<file path="config.mk">
export PLATFORM = sky130hd
export DESIGN_NAME = object_mask_analyzer
export DESIGN_NICKNAME = d
export VERILOG_FILES = /design/src/rtl/object_mask_analyzer.sv
export SDC_FILE = /design/constraint.sdc
export NUM_CORES = 1
export LEC_CHECK = 0
export ABC_AREA = 1
export BUFFER_PORTS_ARGS = -buffer_cell sky130_fd_sc_hd__buf_4
export CAP_MARGIN = 5
export CORE_MARGIN = 8
export CORE_UTILIZATION = 40
export CTS_CLUSTER_DIAMETER = 200
export DETAILED_ROUTE_END_ITERATION = 8
export PLACE_DENSITY = 0.58
export REMOVE_ABC_BUFFERS = 1
export SYNTH_ARGS = -nofsm -noshare
export SYNTH_HDL_FRONTEND = slang
export SYNTH_SLANG_ARGS = --single-unit
</file>
<file path="constraint.sdc">
create_clock -name clk -period 2.1 [get_ports clk]
set_input_delay 0.21 -clock clk [delete_from_list [all_inputs] [get_ports clk]]
set_output_delay 0.21 -clock clk [all_outputs]
set_load 0.1 [all_outputs]
</file>
<file path="src/rtl/object_mask_analyzer.sv">
// object_mask_analyzer
// Consumes a raster-order 1-bit object mask stream. It accumulates the per-frame
// object pixel count and bounding box, then publishes them over valid/ready.
// Ports:
//   clk, rst                 clock, synchronous active-high reset
//   pix_valid, sof           beat qualifier, start of frame (marks pixel (0,0))
//   object_image             mask bit, 1 = object pixel
//   result_valid/_ready      result handshake
//   pix_count, x_/y_min/max  published frame features
//   obj_present              pix_count >= MIN_PIXELS
//   frame_overrun            pulse: finished frame dropped, previous result unaccepted
//   sync_err                 pulse: sof arrived mid-frame, partial frame aborted
module object_mask_analyzer #(
  parameter int unsigned IMG_WIDTH  = 160,
  parameter int unsigned IMG_HEIGHT = 120,
  parameter int unsigned MIN_PIXELS = 64
) (
  input  logic        clk,
  input  logic        rst,
  input  logic        pix_valid,
  input  logic        sof,
  input  logic        object_image,
  output logic        result_valid,
  input  logic        result_ready,
  output logic [14:0] pix_count,
  output logic [7:0]  x_min,
  output logic [7:0]  x_max,
  output logic [6:0]  y_min,
  output logic [6:0]  y_max,
  output logic        obj_present,
  output logic        frame_overrun,
  output logic        sync_err
);

  localparam int unsigned CW   = 8;
  localparam int unsigned RW   = 7;
  localparam int unsigned NW   = 15;
  localparam int unsigned NPIX = IMG_WIDTH * IMG_HEIGHT;

  typedef enum logic {IDLE, SCAN} state_e;

  state_e        state_q, state_d;
  logic [CW-1:0] col_q, col_d;
  logic [RW-1:0] row_q, row_d;
  logic [NW-1:0] cnt_q, cnt_d;
  logic [CW-1:0] xmin_q, xmin_d, xmax_q, xmax_d;
  logic [RW-1:0] ymin_q, ymin_d, ymax_q, ymax_d;
  logic          done_q, done_d;

  logic          rv_q, rv_d;
  logic [NW-1:0] out_cnt_q, out_cnt_d;
  logic [CW-1:0] out_xmin_q, out_xmin_d, out_xmax_q, out_xmax_d;
  logic [RW-1:0] out_ymin_q, out_ymin_d, out_ymax_q, out_ymax_d;
  logic          present_q, present_d;
  logic          overrun_q, overrun_d;
  logic          sync_err_q, sync_err_d;

  // Working values for the current beat: a sof beat starts from the init values.
  logic          start, beat, last;
  logic [CW-1:0] pc, xmin_b, xmax_b;
  logic [RW-1:0] pr, ymin_b, ymax_b;
  logic [NW-1:0] cnt_b;

  // Next-state: scan accumulators and result register
  always_comb begin
    state_d    = state_q;
    col_d      = col_q;
    row_d      = row_q;
    cnt_d      = cnt_q;
    xmin_d     = xmin_q;
    xmax_d     = xmax_q;
    ymin_d     = ymin_q;
    ymax_d     = ymax_q;
    done_d     = 1'b0;
    sync_err_d = 1'b0;
    overrun_d  = 1'b0;
    rv_d       = rv_q && !result_ready;
    out_cnt_d  = out_cnt_q;
    out_xmin_d = out_xmin_q;
    out_xmax_d = out_xmax_q;
    out_ymin_d = out_ymin_q;
    out_ymax_d = out_ymax_q;
    present_d  = present_q;

    start = pix_valid && sof;
    beat  = pix_valid && (sof || (state_q == SCAN));

    if (start) begin
      cnt_b  = '0;
      xmin_b = CW'(IMG_WIDTH - 1);
      xmax_b = '0;
      ymin_b = RW'(IMG_HEIGHT - 1);
      ymax_b = '0;
      pc     = '0;
      pr     = '0;
    end else begin
      cnt_b  = cnt_q;
      xmin_b = xmin_q;
      xmax_b = xmax_q;
      ymin_b = ymin_q;
      ymax_b = ymax_q;
      pc     = col_q;
      pr     = row_q;
    end

    last = (pc == CW'(IMG_WIDTH - 1)) && (pr == RW'(IMG_HEIGHT - 1));

    if (beat) begin
      sync_err_d = start && (state_q == SCAN);
      cnt_d  = cnt_b;
      xmin_d = xmin_b;
      xmax_d = xmax_b;
      ymin_d = ymin_b;
      ymax_d = ymax_b;
      if (object_image) begin
        if (cnt_b != NW'(NPIX)) cnt_d = cnt_b + NW'(1);
        if (pc < xmin_b) xmin_d = pc;
        if (pc > xmax_b) xmax_d = pc;
        if (pr < ymin_b) ymin_d = pr;
        if (pr > ymax_b) ymax_d = pr;
      end
      if (pc == CW'(IMG_WIDTH - 1)) begin
        col_d = '0;
        row_d = last ? '0 : pr + RW'(1);
      end else begin
        col_d = pc + CW'(1);
        row_d = pr;
      end
      // Leaving SCAN on the last pixel lets a sof on the very next beat start cleanly.
      state_d = last ? IDLE : SCAN;
      done_d  = last;
    end

    // Publish one cycle after the last pixel; accumulators still hold the finished frame.
    if (done_q) begin
      if (rv_q && !result_ready) begin
        overrun_d = 1'b1;
      end else begin
        rv_d      = 1'b1;
        out_cnt_d = cnt_q;
        present_d = (cnt_q != '0) && (cnt_q >= NW'(MIN_PIXELS));
        if (cnt_q == '0) begin
          out_xmin_d = '0;
          out_xmax_d = '0;
          out_ymin_d = '0;
          out_ymax_d = '0;
        end else begin
          out_xmin_d = xmin_q;
          out_xmax_d = xmax_q;
          out_ymin_d = ymin_q;
          out_ymax_d = ymax_q;
        end
      end
    end
  end

  // State register
  always_ff @(posedge clk) begin
    if (rst) begin
      state_q    <= IDLE;
      col_q      <= '0;
      row_q      <= '0;
      cnt_q      <= '0;
      xmin_q     <= '0;
      xmax_q     <= '0;
      ymin_q     <= '0;
      ymax_q     <= '0;
      done_q     <= 1'b0;
      rv_q       <= 1'b0;
      out_cnt_q  <= '0;
      out_xmin_q <= '0;
      out_xmax_q <= '0;
      out_ymin_q <= '0;
      out_ymax_q <= '0;
      present_q  <= 1'b0;
      overrun_q  <= 1'b0;
      sync_err_q <= 1'b0;
    end else begin
      state_q    <= state_d;
      col_q      <= col_d;
      row_q      <= row_d;
      cnt_q      <= cnt_d;
      xmin_q     <= xmin_d;
      xmax_q     <= xmax_d;
      ymin_q     <= ymin_d;
      ymax_q     <= ymax_d;
      done_q     <= done_d;
      rv_q       <= rv_d;
      out_cnt_q  <= out_cnt_d;
      out_xmin_q <= out_xmin_d;
      out_xmax_q <= out_xmax_d;
      out_ymin_q <= out_ymin_d;
      out_ymax_q <= out_ymax_d;
      present_q  <= present_d;
      overrun_q  <= overrun_d;
      sync_err_q <= sync_err_d;
    end
  end

  assign result_valid  = rv_q;
  assign pix_count     = out_cnt_q;
  assign x_min         = out_xmin_q;
  assign x_max         = out_xmax_q;
  assign y_min         = out_ymin_q;
  assign y_max         = out_ymax_q;
  assign obj_present   = present_q;
  assign frame_overrun = overrun_q;
  assign sync_err      = sync_err_q;

endmodule
</file>
Word level (Yosys, flattened, before mapping):

Cells that the tools add are included.
Widths: inputs -> output; s select.

* register bits after elaboration: 111
* bits in latches: 0
* bits in writable memories: 0
* ROM bits: 0
* input bits: 6
* output and inout port bits: 49
* logic and storage cells: 72
* memories kept: 0

* $add $sub $neg: 3
* multipliers: 0
* divide/modulo/power cells: 0
* magnitude comparators: 5
* eq/ne operators: 3
* shifts and indexed selects: 0
* multiplexer cells: 27
* bitwise logic cells: 3
* reduce and logical (&&, ||, !) cells: 13

Operators by type and width (count)
* $mux 8: 10
* $mux 7: 11
* $mux 15: 3
* $add 15x1->15 const B: 1
* $ge 15x7->1 const B: 1
* $logic_not 15->1: 1
* $ne 15x15->1 const B: 1
* $reduce_bool 15->1: 1
* $add 8x1->8 const B: 1
* $eq 8x8->1 const B: 1
* $gt 8x8->1: 1
* $lt 8x8->1: 1
* $add 7x1->7 const B: 1
* $eq 7x7->1 const B: 1
* $gt 7x7->1: 1
* $lt 7x7->1: 1
* $logic_and 1x1->1: 6
* $reduce_or 2->1: 2
* $mux 1: 3
* $not 1->1: 3
* $reduce_and 2->1: 1
* $logic_not 1->1: 1
* $logic_or 1x1->1: 1

Depth between registers and ports, before layout:

Gate-level depths: netlist of the first run.

* depth after elaboration: 6
* depth in mapped cells: 19
* gate-level depth less buffers: 16

Worst setup path before layout of the first run:

No wires, ideal clock.

* kind: input -> register
* start: in pix_valid
* end: reg xmin_q[0]
* library setup time: 0.122 ns
* arrival: 2.126 ns
* required time: 1.978 ns
* path slack: -0.147 ns
* stages on the path: 14
* path buffers: 4
* cell sequence: nand2_4 inv_2 buf_12 buf_6 buf_2 nor2_1 ha_1 nand3_1 nand3_1 a41oi_2 nand2_1 buf_6 o21ai_0 a21oi_1

* word-level cells in the longest chain between the ends: 5
* elaborated cells between the ends (all ways): 7
* classes of those cells: order compare (1); mux (4); reduce/logical (2)

RTL lines
* start, declared: RTL line 20 `input logic pix_valid,`
* $logic_and 1x1->1: RTL line 85 `start = pix_valid && sof;`
* $mux 8: RTL line 88 `if (start) begin`
* $lt 8x8->1: RTL line 117 `if (pc < xmin_b) xmin_d = pc;`
* $mux 8: RTL line 117
* $mux 8: RTL line 115 `if (object_image) begin`
* end signal, assigned: RTL line 183 `xmin_q <= xmin_d;`
* end, declared: RTL line 46 `logic [CW-1:0] xmin_q, xmin_d, xmax_q, xmax_d;`

Several ways; a longest one is shown, not always the timed one.
A chain may end at the register's enable or synchronous reset.

Final worst setup path of the first run:

* start: reg col_q[6]
* end: reg xmax_q[0]

* word-level cells in the longest chain between the ends: 4

RTL lines
* start, declared: RTL line 43 `logic [CW-1:0] col_q, col_d;`
* start signal, assigned: RTL line 180 `col_q <= col_d;`
* $mux 8: RTL line 88
* $gt 8x8->1: RTL line 118 `if (pc > xmax_b) xmax_d = pc;`
* $mux 8: RTL line 118
* $mux 8: RTL line 115
* end signal, assigned: RTL line 184 `xmax_q <= xmax_d;`
* end, declared: RTL line 46

Every way passes these cells.

==> impl_metrics.json, run 1 <==
{
  "status": "finished, final reports clean",
  "finalWirelength_mm": 16.9,
  "clock_tree.buffer_depth": 2,
  "synth_compound_gate_area_share_pct": 14.5,
  "finalCriticalPeriod_ns": 1.94,
  "fin_tns_setup_ns": 0,
  "remaining_antenna_violation_count": 0,
  "grt.total_usage_pct": 17.7,
  "power_mw": 4.46,
  "antenna_found_initial": 0,
  "synth_area_leader_cell": "sky130_fd_sc_hd__dfxtp_1",
  "first_global_vias": 5705,
  "route.detailed.vias_per_inst": 4.95,
  "clk_pin_slew_worst_paths_ns": 0.07,
  "power.density_cell_area_nw_per_um2": 589,
  "area_share_of_xor_xnor_cells_in_the_synthesized_design_pct": 0.427,
  "synth_adder_area_share_pct": 5.49,
  "worst_slack_at_placement_ns": -0.0896,
  "io_buffers": 54,
  "postSynth.topFlopCell": "sky130_fd_sc_hd__dfxtp_1",
  "fin_crit_sh_pct": 92.5,
  "post_synth_inst_count": 902,
  "synthTopCellsByCount": "241 x sky130_fd_sc_hd__nand2_1, 111 x sky130_fd_sc_hd__dfxtp_1, 97 x sky130_fd_sc_hd__inv_1, 89 x sky130_fd_sc_hd__a21oi_1",
  "synth_top_family_by_area": "simple AND/OR/NAND/NOR gates",
  "globalRouteOverflowTotal": 0,
  "synth-simple-area-share_pct": 33.6,
  "synth_area_um2": 6150,
  "yosysMostFrequentCell": "sky130_fd_sc_hd__nand2_1",
  "floorplan.die_area_um2": 19600,
  "final_cell_count_no_fill": 1201,
  "critical_path_class": "reg2reg",
  "antenna_cells": 0,
  "rows": 45,
  "yosys_reg_bits": 111,
  "timing.fmax_mhz": 515,
  "postCtsSetupRepairBufs": 0,
  "ir_worst_vdd_uv": 409,
  "area.growth.synth_to_final_pct": 23.1,
  "num-fill-cells": 1589,
  "crit_path_end_kind": "register",
  "tritoncts_sink_count": 111,
  "fp.dieW_um": 140,
  "cts_tree": "built",
  "yosysSeqAreaShare_pct": 36.1,
  "worstHoldPathType": "in2reg",
  "timing.final.ws_setup_ns": 0.158,
  "cts_made_buffers": 9,
  "yosysWarnings": 0,
  "hold_viol_final": 0,
  "place_hpwl_mm": 12.4,
  "yosys-mux-area-fraction_pct": 0,
  "dp_cells": 1187,
  "io_pins": 55,
  "maxSlewViolCount": 0,
  "dr.first_iter.drc_count": 355,
  "critical_path.max_fanout": 10,
  "critical_path.startpoint_type": "register",
  "timing.max_slew.rel_slack_pct": 73.8,
  "max_cap_viol_count": 0,
  "coreArea_um2": 15100,
  "grt_start_max_net_pins": 32,
  "grt_pass1_wl_mm": 28.6,
  "detail_route.first_pass.iterations": 6,
  "timing.critical_path.required_ns": 2.32,
  "wl_per_cell_um": 14.1,
  "p_leak_nw": 3.37,
  "finalSetupViolations": 0,
  "htreeDepth": 3,
  "gpl_wtd_cong": 0.920,
  "dr_total_vias": 5942,
  "synthDominantCellAreaShare_pct": 36.1,
  "worst_slew_pin_slew_ns": 0.391,
  "clock_insertion_delay_worst_skew_ns": 0.35,
  "yosysUniqueCellTypes": 41,
  "ctsResizeCount": 0,
  "synth_enable_flop_cells": 0,
  "critPathArrivalTime_ns": 2.16,
  "syn_avg_cell_area_um2": 6.82,
  "cts_root_buffer": "sky130_fd_sc_hd__clkbuf_16",
  "layout.nets": 1043,
  "synth.area.top_cells": "sky130_fd_sc_hd__dfxtp_1 36%, sky130_fd_sc_hd__nand2_1 15%, sky130_fd_sc_hd__a21oi_1 7.2%",
  "die_height_um": 140,
  "clock_skew_ns": 0.00807,
  "cts_hold_buffers": 0,
  "floorplan.initialDensity_pct": 40.8,
  "rsz_0062_raised_after_global_routing": "false",
  "postSynth.asyncResetShare_pct": 0,
  "final_layout_size_suffix_gt1_share_pct": 19.8,
  "drc": 0
}
-- flip-flops by register name (all words and copies together), names as in the netlist, 7 cells and up --
| name | cells |
|---|---|
| xmax_q | 8 |
| cnt_q | 15 |
| ymin_q | 7 |
| col_q | 8 |
| x_min | 8 |
| x_max | 8 |
| row_q | 7 |
| xmin_q | 8 |
| ymax_q | 7 |
| y_min | 7 |
| y_max | 7 |
| pix_count | 15 |
-- cell usage in the layout (no fill, tap or decap), types with 14 or more instances in the layout --
| cell type | netlist | final |
|---|---|---|
| sky130_fd_sc_hd__nand3_1 | 74 | 74 |
| sky130_fd_sc_hd__a21oi_1 | 89 | 89 |
| sky130_fd_sc_hd__dfxtp_1 | 111 | 110 |
| sky130_fd_sc_hd__nand4_1 | 14 | 14 |
| sky130_fd_sc_hd__inv_1 | 97 | 97 |
| sky130_fd_sc_hd__nor2_1 | 74 | 73 |
| sky130_fd_sc_hd__nand2_1 | 241 | 241 |
| sky130_fd_sc_hd__ha_1 | 27 | 27 |
| sky130_fd_sc_hd__buf_4 | 3 | 128 |
| sky130_fd_sc_hd__o21ai_0 | 45 | 45 |
-- worst paths after layout --
path	startpoint	end	slack, ns	cells past startpoint
max	col_q[6]	xmax_q[0]	0.16	14
min	result_ready	frame_overrun	0.14	4
max reg2reg	col_q[6]	xmax_q[0]	0.16	14
min reg2reg	state_q	sync_err	0.46	2
-- cells by family (layout without fill, tap and decap cells) --
| group | after synthesis | count (layout) |
|---|---|---|
| and+or+nand+nor | 453 | 453 |
| AOI/OAI and AO/OA | 164 | 164 |
| buffers and inverters | 144 | 255 |
| DFF | 111 | 111 |
| adders and majority gates | 27 | 27 |
| xor gates and xnor gates | 3 | 3 |
-- routing by layer --
| layer | track usage (%) | up-vias | routed length [um] |
|---|---|---|---|
| met1 | 23.4 | 2685 | 8520 |
| met3 | 2.85 | 16 | 587 |
| met4 | 5.37 | 0 | 237 |
| met5 | 0 | - | 0 |
| li1 | - | 3141 | - |
| met2 | 29.1 | 100 | 7550 |
-- power breakdown --
part           internal [mW]  total, mW  switching [mW]
Sequential              2.16       2.20          0.0404
Combinational          0.248      0.658           0.410
Clock                  0.857       1.61           0.749
-- metrics by stage --
step / hold slack, ns / utilization (%) / area (um2)
6_report: 0.136 / 50.2 / 7570
5_1_grt: 0.179 / 50.2 / 7570
4_1_cts: 0.125 / 50.1 / 7570
3_5_place_dp: 0.450 / 48.4 / 7300
3_3_place_gp: 0.454 / 48.4 / 7300
2_1_floorplan: 0.279 / - / 5940
-- area by class of cell --
class / count / area, um2 / share of cell area, %
flip-flops and latches: 111 / 2220 / 29.4
multi-input cells: 647 / 3330 / 44.0
inverters: 105 / 394 / 5.21
repair buffers: 136 / 1120 / 14.8
well taps: 188 / 235 / 3.11
clock buffers: 13 / 260 / 3.44
clock inverters: 1 / 5.00 / 0.0661
-- critical path, cell delays in order (launching register included) --
cell,delay [ns]
sky130_fd_sc_hd__dfxtp_1,0.33
sky130_fd_sc_hd__inv_1,0.07
sky130_fd_sc_hd__nor2_1,0.04
sky130_fd_sc_hd__buf_4,0.15
sky130_fd_sc_hd__ha_1,0.27
sky130_fd_sc_hd__nand2_1,0.06
sky130_fd_sc_hd__nor2_1,0.14
sky130_fd_sc_hd__nand3_1,0.09
sky130_fd_sc_hd__nor2_1,0.11
sky130_fd_sc_hd__a21oi_2,0.06
sky130_fd_sc_hd__buf_4,0.16
sky130_fd_sc_hd__nand2_4,0.12
sky130_fd_sc_hd__nand2_1,0.06
sky130_fd_sc_hd__nand3_1,0.06
sky130_fd_sc_hd__a21oi_1,0.07
No activity file was read; power rests on OpenSTA's default activity.
==> run 2: changes to the inputs <==
--- a/config.mk
+++ b/config.mk
@@ -12,6 +12,7 @@
 export CORE_UTILIZATION = 40
 export CTS_CLUSTER_DIAMETER = 200
 export DETAILED_ROUTE_END_ITERATION = 8
+export MAX_ROUTING_LAYER = met4
 export PLACE_DENSITY = 0.58
 export REMOVE_ABC_BUFFERS = 1
 export SYNTH_ARGS = -nofsm -noshare
==> run 2 against run 1 <==
  * Register-to-register slack lost 0.03 ns
  * Critical path type unchanged
  * Clock power up 4%
  * Die area stayed put
  * Non-clock buffer count grew 2
  * Critical path depth unchanged
  * Final area increased by 0.36%
  * Worst setup slack got worse by 0.028 ns
  * Via count rose by 1.9%
  * Global-route usage grew 0.63 points
  * Sequential power hardly changed
  * Highest routed layer unchanged
  * Hold slack worse by 0.00059 ns
  * Maximum frequency is 1.4% lower
==> impl_metrics.json, run 2 (same netlist as run 1, synthesis figures left out) <==
{
  "status": "finished, final reports clean",
  "critical_path.startpoint_type": "register",
  "fin_crit_sh_pct": 93.8,
  "die_height_um": 140,
  "final_design_area_no_fill_um2": 7600,
  "net-switching-power_mw": 1.27,
  "power.share.combinational_pct": 14.9,
  "fin_tns_setup_ns": 0,
  "post_dp_cell_area_um2": 7280,
  "clock_skew_ns": 0.00885,
  "critPathArrivalTime_ns": 2.20,
  "antenna_cells": 0,
  "cts_root_buffer": "sky130_fd_sc_hd__clkbuf_16",
  "worst_slew_pin_slew_ns": 0.472,
  "cts_made_buffers": 9,
  "cts_hold_buffers": 0,
  "dr.first_iter.drc_count": 405,
  "floorplan.initialDensity_pct": 40.8,
  "num-fill-cells": 1625,
  "htreeDepth": 3,
  "clk_pin_slew_worst_paths_ns": 0.08,
  "place_hpwl_mm": 12.6,
  "timing.fmax_mhz": 508,
  "grt.total_usage_pct": 18.3,
  "clock_tree.buffer_depth": 2,
  "layout.nets": 1045,
  "cp.buffers_inverters": 3,
  "critical_path.slowest_cell": "sky130_fd_sc_hd__dfxtp_1",
  "remaining_antenna_violation_count": 0,
  "commonest_non_fill_non_tap_cells_in_the_layout": "241 x sky130_fd_sc_hd__nand2_1, 132 x sky130_fd_sc_hd__buf_4, 111 x sky130_fd_sc_hd__dfxtp_1",
  "fin_util_pct": 50.4,
  "area.growth.synth_to_final_pct": 23.5,
  "route.detailed.vias_per_inst": 5.02,
  "sequential_fraction_of_design_power_pct": 48.3,
  "floorplan.die_area_um2": 19600,
  "cp_slowest_stage_delay_ns": 0.34,
  "globalRouteOverflowTotal": 0,
  "drc": 0,
  "critical_path.max_fanout": 10,
  "rr_worst_depth": 14,
  "startpoint_of_the_most_critical_register_to_register_path": "col_q[6]",
  "grt_start_max_net_pins": 38,
  "rows": 45,
  "crit_path_end_kind": "register",
  "cts_tree": "built",
  "power_frac_clock_pct": 36.8,
  "worst_slack_at_placement_ns": -0.0386,
  "grt_pass1_wl_mm": 28.7,
  "finalWirelength_mm": 17.0,
  "finalCriticalPeriod_ns": 1.97,
  "critical_path_class": "reg2reg",
  "worst_path_dominant_cell_family": "simple AND/OR/NAND/NOR gates",
  "gpl_wtd_cong": 0.964,
  "detail_route.first_pass.iterations": 5,
  "io_pins": 55,
  "dr_total_vias": 6053,
  "timing.critical_path.required_ns": 2.33,
  "max_cap_viol_count": 0,
  "tritoncts_sink_count": 111,
  "rrSetupSlack_ns": 0.13,
  "timing.critical_path.cells": "inv_1 -> nor2_1 -> buf_4 -> ha_1 -> nand2_1 -> nor2_2 -> nand3_1 -> nor2_2 -> a21oi_2 -> buf_4 -> nand2_8 -> nand2_1 -> nand3_1 -> a21oi_1",
  "first_global_vias": 5661,
  "io_buffers": 54,
  "final_layout_size_suffix_gt1_share_pct": 20.4,
  "ir_worst_vdd_uv": 413,
  "net_switching_fraction_of_the_power_pct": 27.8,
  "fp.dieW_um": 140,
  "timing.critical_path.to": "xmax_q[4]",
  "worst-path-stages": 14,
  "timing.max_slew.rel_slack_pct": 68.6,
  "worstReg2RegEnd": "xmax_q[4]",
  "worstHoldPathType": "in2reg",
  "intPower_mw": 3.28,
  "power.density_cell_area_nw_per_um2": 598,
  "antenna_found_initial": 0,
  "finalSetupViolations": 0,
  "crit_path_start": "col_q[6]",
  "maxSlewViolCount": 0,
  "hold_viol_final": 0,
  "p_leak_nw": 3.38,
  "clock_insertion_delay_worst_skew_ns": 0.36,
  "timing.final.ws_setup_ns": 0.130,
  "coreArea_um2": 15100,
  "commonest_non_fill_non_tap_cell_in_the_layout": "sky130_fd_sc_hd__nand2_1",
  "wl_per_cell_um": 14.1
}
## run 2: changes by cell type in the layout (fill, tap and decap cells not counted), sizes merged
cell / delta
clkinv: +1
buf: +2
clkinvlp: +1
## run 2: worst min-delay path: stages
cell	delay, ns
sky130_fd_sc_hd__buf_4	0.07
sky130_fd_sc_hd__inv_1	0.03
sky130_fd_sc_hd__nand2_1	0.09
sky130_fd_sc_hd__nor3_1	0.05
## run 2: layout make-up
cell class	count	area, um2	share of cell area [%]
Clock inverter	3	17.5	0.231
Clock buffer	13	260	3.43
Sequential cell	111	2220	29.2
Multi-Input combinational cell	647	3360	44.2
Inverter	105	394	5.19
Timing Repair Buffer	138	1110	14.6
Tap cell	188	235	3.10
## run 2: worst min-delay path by stage
stage	startpoint	end	cells after the start
after floorplan	rst	cnt_q[10]	1
after global placement	row_q[4]	row_q[4]	2
after detailed placement	state_q	sync_err	2
after CTS	result_ready	frame_overrun	4
after global routing	result_ready	frame_overrun	4
final	result_ready	frame_overrun	4
## run 2: power by group through the flow
| stage | Sequential [mW] | Clock [mW] | Combinational [mW] |
|---|---|---|---|
| detailed placement | 2.24 | 0 | 0.650 |
| floorplan | 2.24 | 0 | 0.389 |
| global placement | 2.24 | 0 | 0.650 |
| finish | 2.20 | 1.67 | 0.677 |
| CTS | 2.20 | 1.71 | 0.654 |
| global route | 2.20 | 1.78 | 0.764 |
## run 2: what timing repair did
| item | in CTS | in global routing |
|---|---|---|
| setup endpoints to repair | 0 | 8 |
| resized for setup | 0 | 6 |
| endpoints found under the hold margin | 0 | 0 |
| setup buffers | 0 | 1 |
## run 2: through the flow
stage          total power [mW]  hold slack (ns)  instances
4_1_cts                    4.55            0.136       1204
3_3_place_gp               2.90            0.453       1188
3_5_place_dp               2.89            0.452       1188
2_1_floorplan              2.62            0.279        863
6_report                   4.55            0.135       1205
5_1_grt                    4.74            0.162       1205
## run 2: layer usage
metal | up-vias | wire [um] | track usage [%]
met2 | 164 | 7420 | 28.0
met4 | 0 | 233 | 6.00
met5 | - | 0 | -
met1 | 2719 | 8590 | 24.3
li1 | 3153 | - | -
met3 | 17 | 773 | 2.99
